`src/rtl/fp_mult_arbiter.sv`:
```
// Round-robin front end for a shared double-precision multiplier core.
// Accepts one operation at a time from NREQ requesters, issues it to the core
// with a one-cycle start pulse, waits for completion under a watchdog, and
// returns the 64-bit product tagged with the owning requester index.
//
// Ports:
//   clk, reset_n              clock (rising edge), async active-low reset
//   req_valid/req_ready       per-requester request / one-hot accept (comb)
//   req_a/req_b               packed operands, requester i at [64i+63:64i]
//   resp_valid/resp_ready     result handshake
//   resp_id/resp_result       owner index and product (qNaN on timeout)
//   resp_timeout              result came from a watchdog abort
//   mul_start/mul_a/mul_b     start pulse and held operands to the core
//   mul_done/mul_result       completion pulse and product from the core
//   busy                      high whenever an operation is in flight
module fp_mult_arbiter #(
   parameter int unsigned NREQ    = 4,
   parameter int unsigned IDW     = 2,
   parameter int unsigned TIMEOUT = 256,
   parameter int unsigned CW      = 9
) (
   input  logic                 clk,
   input  logic                 reset_n,
   input  logic [NREQ-1:0]      req_valid,
   output logic [NREQ-1:0]      req_ready,
   input  logic [64*NREQ-1:0]   req_a,
   input  logic [64*NREQ-1:0]   req_b,
   output logic                 resp_valid,
   input  logic                 resp_ready,
   output logic [IDW-1:0]       resp_id,
   output logic [63:0]          resp_result,
   output logic                 resp_timeout,
   output logic                 mul_start,
   output logic [63:0]          mul_a,
   output logic [63:0]          mul_b,
   input  logic                 mul_done,
   input  logic [63:0]          mul_result,
   output logic                 busy
);

   localparam int unsigned DW       = 64;
   localparam logic [DW-1:0] QNAN   = 64'h7FF8000000000000;
   localparam logic [CW-1:0] CNT_LAST = CW'(TIMEOUT - 1);

   typedef enum logic [1:0] {S_IDLE, S_ISSUE, S_WAIT, S_RESP} state_e;

   state_e          state_q;
   logic [IDW-1:0]  ptr_q;
   logic [IDW-1:0]  id_q;
   logic [CW-1:0]   cnt_q;
   logic            mul_start_q;
   logic            resp_valid_q;
   logic            resp_timeout_q;
   logic            busy_q;
   logic [DW-1:0]   mul_a_q;
   logic [DW-1:0]   mul_b_q;
   logic [DW-1:0]   resp_result_q;

   logic            grant_found;
   logic [IDW-1:0]  grant_idx;
   logic [IDW-1:0]  ptr_d;
   logic [DW-1:0]   a_sel;
   logic [DW-1:0]   b_sel;
   logic            accept;

   // First active requester scanning upward from the pointer, with wrap
   always_comb begin
      grant_found = 1'b0;
      grant_idx   = '0;
      for (int unsigned k = 0; k < NREQ; k++) begin
         if (!grant_found && req_valid[IDW'((32'(ptr_q) + k) % NREQ)]) begin
            grant_found = 1'b1;
            grant_idx   = IDW'((32'(ptr_q) + k) % NREQ);
         end
      end
   end

   // Operand mux for the winning requester
   always_comb begin
      a_sel = '0;
      b_sel = '0;
      for (int unsigned i = 0; i < NREQ; i++) begin
         if (grant_idx == IDW'(i)) begin
            a_sel = req_a[i*DW +: DW];
            b_sel = req_b[i*DW +: DW];
         end
      end
   end

   assign ptr_d  = (grant_idx == IDW'(NREQ - 1)) ? '0 : grant_idx + IDW'(1);
   assign accept = (state_q == S_IDLE) && grant_found;

   // Accept is combinational so the handshake closes in the grant cycle
   assign req_ready = (accept && reset_n) ? (NREQ'(1) << grant_idx) : '0;

   // Operation sequencer: accept, start pulse, watchdog wait, response hold
   always_ff @(posedge clk or negedge reset_n) begin
      if (!reset_n) begin
         state_q        <= S_IDLE;
         ptr_q          <= '0;
         id_q           <= '0;
         cnt_q          <= '0;
         mul_start_q    <= 1'b0;
         resp_valid_q   <= 1'b0;
         resp_timeout_q <= 1'b0;
         busy_q         <= 1'b0;
         mul_a_q        <= '0;
         mul_b_q        <= '0;
         resp_result_q  <= '0;
      end else begin
         mul_start_q <= 1'b0;
         case (state_q)
            S_IDLE: begin
               if (accept) begin
                  mul_a_q     <= a_sel;
                  mul_b_q     <= b_sel;
                  id_q        <= grant_idx;
                  ptr_q       <= ptr_d;
                  mul_start_q <= 1'b1;
                  busy_q      <= 1'b1;
                  state_q     <= S_ISSUE;
               end
            end
            S_ISSUE: begin
               cnt_q   <= '0;
               state_q <= S_WAIT;
            end
            S_WAIT: begin
               // A completion in the final watchdog cycle takes priority
               if (mul_done) begin
                  resp_result_q  <= mul_result;
                  resp_timeout_q <= 1'b0;
                  resp_valid_q   <= 1'b1;
                  state_q        <= S_RESP;
               end else if (cnt_q == CNT_LAST) begin
                  resp_result_q  <= QNAN;
                  resp_timeout_q <= 1'b1;
                  resp_valid_q   <= 1'b1;
                  state_q        <= S_RESP;
               end else begin
                  cnt_q <= cnt_q + CW'(1);
               end
            end
            S_RESP: begin
               if (resp_ready) begin
                  resp_valid_q <= 1'b0;
                  busy_q       <= 1'b0;
                  state_q      <= S_IDLE;
               end
            end
            default: state_q <= S_IDLE;
         endcase
      end
   end

   assign mul_start    = mul_start_q;
   assign mul_a        = mul_a_q;
   assign mul_b        = mul_b_q;
   assign resp_valid   = resp_valid_q;
   assign resp_id      = id_q;
   assign resp_result  = resp_result_q;
   assign resp_timeout = resp_timeout_q;
   assign busy         = busy_q;

endmodule
```
`config.mk`:
```
export PLATFORM = sky130hd
export DESIGN_NAME = fp_mult_arbiter
export DESIGN_NICKNAME = d
export VERILOG_FILES = /design/src/rtl/fp_mult_arbiter.sv
export SDC_FILE = /design/constraint.sdc
export NUM_CORES = 1
export LEC_CHECK = 0
export BUFFER_PORTS_ARGS = -buffer_cell sky130_fd_sc_hd__clkbuf_2
export CAP_MARGIN = 20
export CORE_AREA = 8 8 303 305
export DETAILED_ROUTE_END_ITERATION = 10
export DIE_AREA = 0 0 311 313
export PLACE_DENSITY = 0.39
export REMOVE_ABC_BUFFERS = 1
export SLEW_MARGIN = 5
export SYNTH_ARGS = -nofsm -noshare
export SYNTH_HDL_FRONTEND = slang
export SYNTH_SLANG_ARGS = --single-unit
```
`constraint.sdc`:
```
create_clock -name clk -period 2.4 [get_ports clk]
set_input_delay 0.36 -clock clk [delete_from_list [all_inputs] [get_ports clk]]
set_output_delay 0.36 -clock clk [all_outputs]
set_load 0.05 [all_outputs]
```
==> impl_metrics.env <==
export IMPL_drc=0
export IMPL_ys_ff_latch=211
export IMPL_worstHoldStart="req_a[235]"
export IMPL_cap_violations=0
export IMPL_die_h_um=313
export IMPL_final_period_utilization=1.10
export IMPL_cts_sinks=211
export IMPL_drtIter0Drc=1065
export IMPL_grt_first_pass_wirelength_mm=111
export IMPL_crit_path_max_fanout=6
export IMPL_critPathRequiredTime_ps=2040
export IMPL_vias_per_cell=4.33
export IMPL_htree_num_levels=1
export IMPL_hold_depth=3
export IMPL_root_buffer="clkbuf_16"
export IMPL_fin_crit_ps=2640
export IMPL_hold_path_class="in -> reg"
export IMPL_crit_chain="and3b_2 -> a31oi_4 -> and3_4 -> ha_4 -> buf_12 -> and3_4 -> buf_12"
export IMPL_grt_start_max_net_pins=76
export IMPL_start_util=0.141
export IMPL_cts_made_buffers=30
export IMPL_reg2reg_to="mul_b[50]"
export IMPL_synth_area_um2=12300
export IMPL_cp_num_buf_inv=2
export IMPL_holdWs_ps=61.8
export IMPL_grt_use_total=0.148
export IMPL_hold_viol_final=0
export IMPL_vias=15323
export IMPL_r2r_start="ptr_q[0]"
export IMPL_cpLargestDelayFamily="simple AND/OR/NAND/NOR gates"
export IMPL_drv_slew=0
export IMPL_async_flop_share=1.00
export IMPL_synth_main_ff_cell="dfrtp_1"
export IMPL_place_ws_ps=-200
export IMPL_routed_wl_mm=77.8
export IMPL_rsz0062_at_grt="yes"
export IMPL_power_density_nw_per_um2=1540
export IMPL_slowest_delay_ps=430
export IMPL_cp_end_kind="output pin"
export IMPL_insertion_delay_ps=590
export IMPL_crit_type="reg -> out"
export IMPL_leakage_nw=10.4
export IMPL_syn_avg_cell_area_um2=8.51
export IMPL_setup_viol_count_final=115
export IMPL_crit_arrival_ps=2280
export IMPL_path_depth=7
export IMPL_tightest_slew_ps=530
export IMPL_synth_distinct_cells=36
export IMPL_drive_above_1_share=0.464
export IMPL_ir_worst_vdd_mv=0.980
export IMPL_wl_per_cell_um=22.0
export IMPL_grt_pass1_vias=16466
export IMPL_area_growth_pct=74.6
export IMPL_tritoncts="yes"
export IMPL_core_area_um2=87300
export IMPL_timing_final_ws_setup_ps=-240
export IMPL_fp_row_count=109
export IMPL_overflow=0
export IMPL_finClkSkew_ps=24.0
export IMPL_clk_pin_slew_ps=60
export IMPL_hold_path_end="mul_a[43]"
export IMPL_yosysSeqAreaShare=0.429
export IMPL_ys_warn_count=0
export IMPL_maxSlewHeadroom=0.646
export IMPL_violations="negative setup slack"
export IMPL_die_area_um2=97300
export IMPL_gp_congestion=0.921
export IMPL_utilization=0.246
export IMPL_reg2reg_slack_ps=-140
export IMPL_antenna_found_initial=18
export IMPL_synth_edff_count=0
export IMPL_max_freq_mhz=379
export IMPL_die_w_um=311
export IMPL_firstDrtPassIters=7
export IMPL_rr_worst_depth=13
export IMPL_ioPinCount=786
export IMPL_start_kind="register"
export IMPL_layout_nets=2937
export IMPL_status="complete, but fails checks"
export IMPL_ant_nets=0
export IMPL_cts_buffer_depth=3
export IMPL_io_buffers=785
export IMPL_dp_hpwl_mm=59.2
export IMPL_crit_slowest_cell="dfrtp_2"
export IMPL_syn_inst=1448
how the worst max path moves through the flow:
| stage | from | to | slack (ps) |
|---|---|---|---|
| 3_5_place_dp | req_valid[3] | req_ready[0] | -200 |
| 3_3_place_gp | ptr_q[1] | req_ready[0] | -220 |
| 4_1_cts | ptr_q[0] | req_ready[0] | -390 |
| 5_1_grt | ptr_q[0] | req_ready[2] | -340 |
| 6_report | ptr_q[0] | req_ready[2] | -240 |
| 2_1_floorplan | req_valid[0] | req_ready[0] | -4330 |
worst min-delay path, stage by stage:
cell and delay [ps]:
clkbuf_2 70, a21oi_1 60, a21oi_1 110
sequential cells by signal, summed over array words and instances (netlist names):
signal and count:
mul_a 64, mul_b 64, resp_result 64, cnt_q 9
ptr_q 2, resp_id 2, state_q 2, busy 1
mul_start 1, resp_timeout 1, resp_valid 1
through the flow:
stage / cell area [um^2] / cells / power, mW / TNS, ps
floorplan: 11700 / 1300 / 19.0 / -701970
global placement: 18500 / 3372 / 26.1 / -508
detailed placement: 18500 / 3372 / 26.2 / -922
CTS: 20800 / 3512 / 32.6 / -1780
global route: 21500 / 3535 / 35.2 / -22170
finish: 21500 / 3538 / 33.2 / -8310
layout make-up:
type | count | area [um^2]
clock buffer | 41 | 853
fill | 9740 | 65800
timing repair buffer | 1010 | 6860
inverter | 138 | 532
antenna | 7 | 17.5
multi-input combinational | 951 | 6340
clock inverter | 15 | 163
tap | 1165 | 1460
sequential | 211 | 5280
cell families after synthesis:
group | Yosys count | share of synthesized area
and+or+nand+nor | 330 | 0.149
muxes | 6 | 0.00508
DFF | 211 | 0.429
buffers and inverters | 286 | 0.0885
adders and majority gates | 11 | 0.0112
AOI/OAI and AO/OA | 604 | 0.318
power breakdown:
group | switching, mW | total (mW) | internal (mW)
Sequential | 1.11 | 6.47 | 5.35
Clock | 1.88 | 4.67 | 2.80
Combinational | 14.2 | 22.0 | 7.87
what timing repair did:
| action | CTS | global route |
|---|---|---|
| endpoints found under the hold margin | 91 | 0 |
| pin swaps | 18 | 69 |
| hold buffers | 53 | 0 |
| setup endpoints to repair | 54 | 132 |
| gates resized for setup | 88 | 91 |
| buffers inserted | 21 | 15 |
| cloned | 10 | 8 |
metal layers:
metal  vias to the layer above  part of all wire  GRT usage
li1                       7044                 -          -
met1                      7431              0.38      0.165
met2                       716              0.51      0.268
met3                       128             0.077     0.0441
met4                         4             0.033     0.0488
met5                         -           0.00028          0
placed cells by master (no fill, tap or decap), types with 5 or more instances in the layout:
| cell | count |
|---|---|
| clkbuf_1 | 6 |
| a221o_1 | 128 |
| clkinv_2 | 8 |
| buf_8 | 18 |
| nand3b_1 | 129 |
| clkbuf_2 | 780 |
| clkbuf_16 | 41 |
| inv_1 | 136 |
| nand2b_1 | 5 |
| buf_6 | 21 |
| ha_1 | 6 |
| diode_2 | 7 |
| a22o_1 | 53 |
| ha_4 | 5 |
| nor2_1 | 134 |
| a21oi_1 | 325 |
| buf_4 | 79 |
| nand3_1 | 6 |
| o21ai_0 | 20 |
| buf_12 | 38 |
| a21oi_2 | 65 |
| dlygate4sd3_1 | 53 |
| nor2b_1 | 13 |
| and3_4 | 6 |
| nand2_1 | 22 |
| buf_16 | 9 |
| dfrtp_1 | 210 |
cell usage after synthesis (11+ instances only):
cell      number  area (um^2)
nand2_1       22         82.6
o21ai_0       22          110
a221o_1      128         1280
ha_1          11          138
clkbuf_1     125          469
nand3b_1     129          968
nor2_1       134          503
inv_1        137          514
nor2b_1       14         87.6
a21oi_1      390         1950
dfrtp_1      211         5280
buf_2         13         65.1
a22o_1        53          464
(Power assumes the default switching activity.)
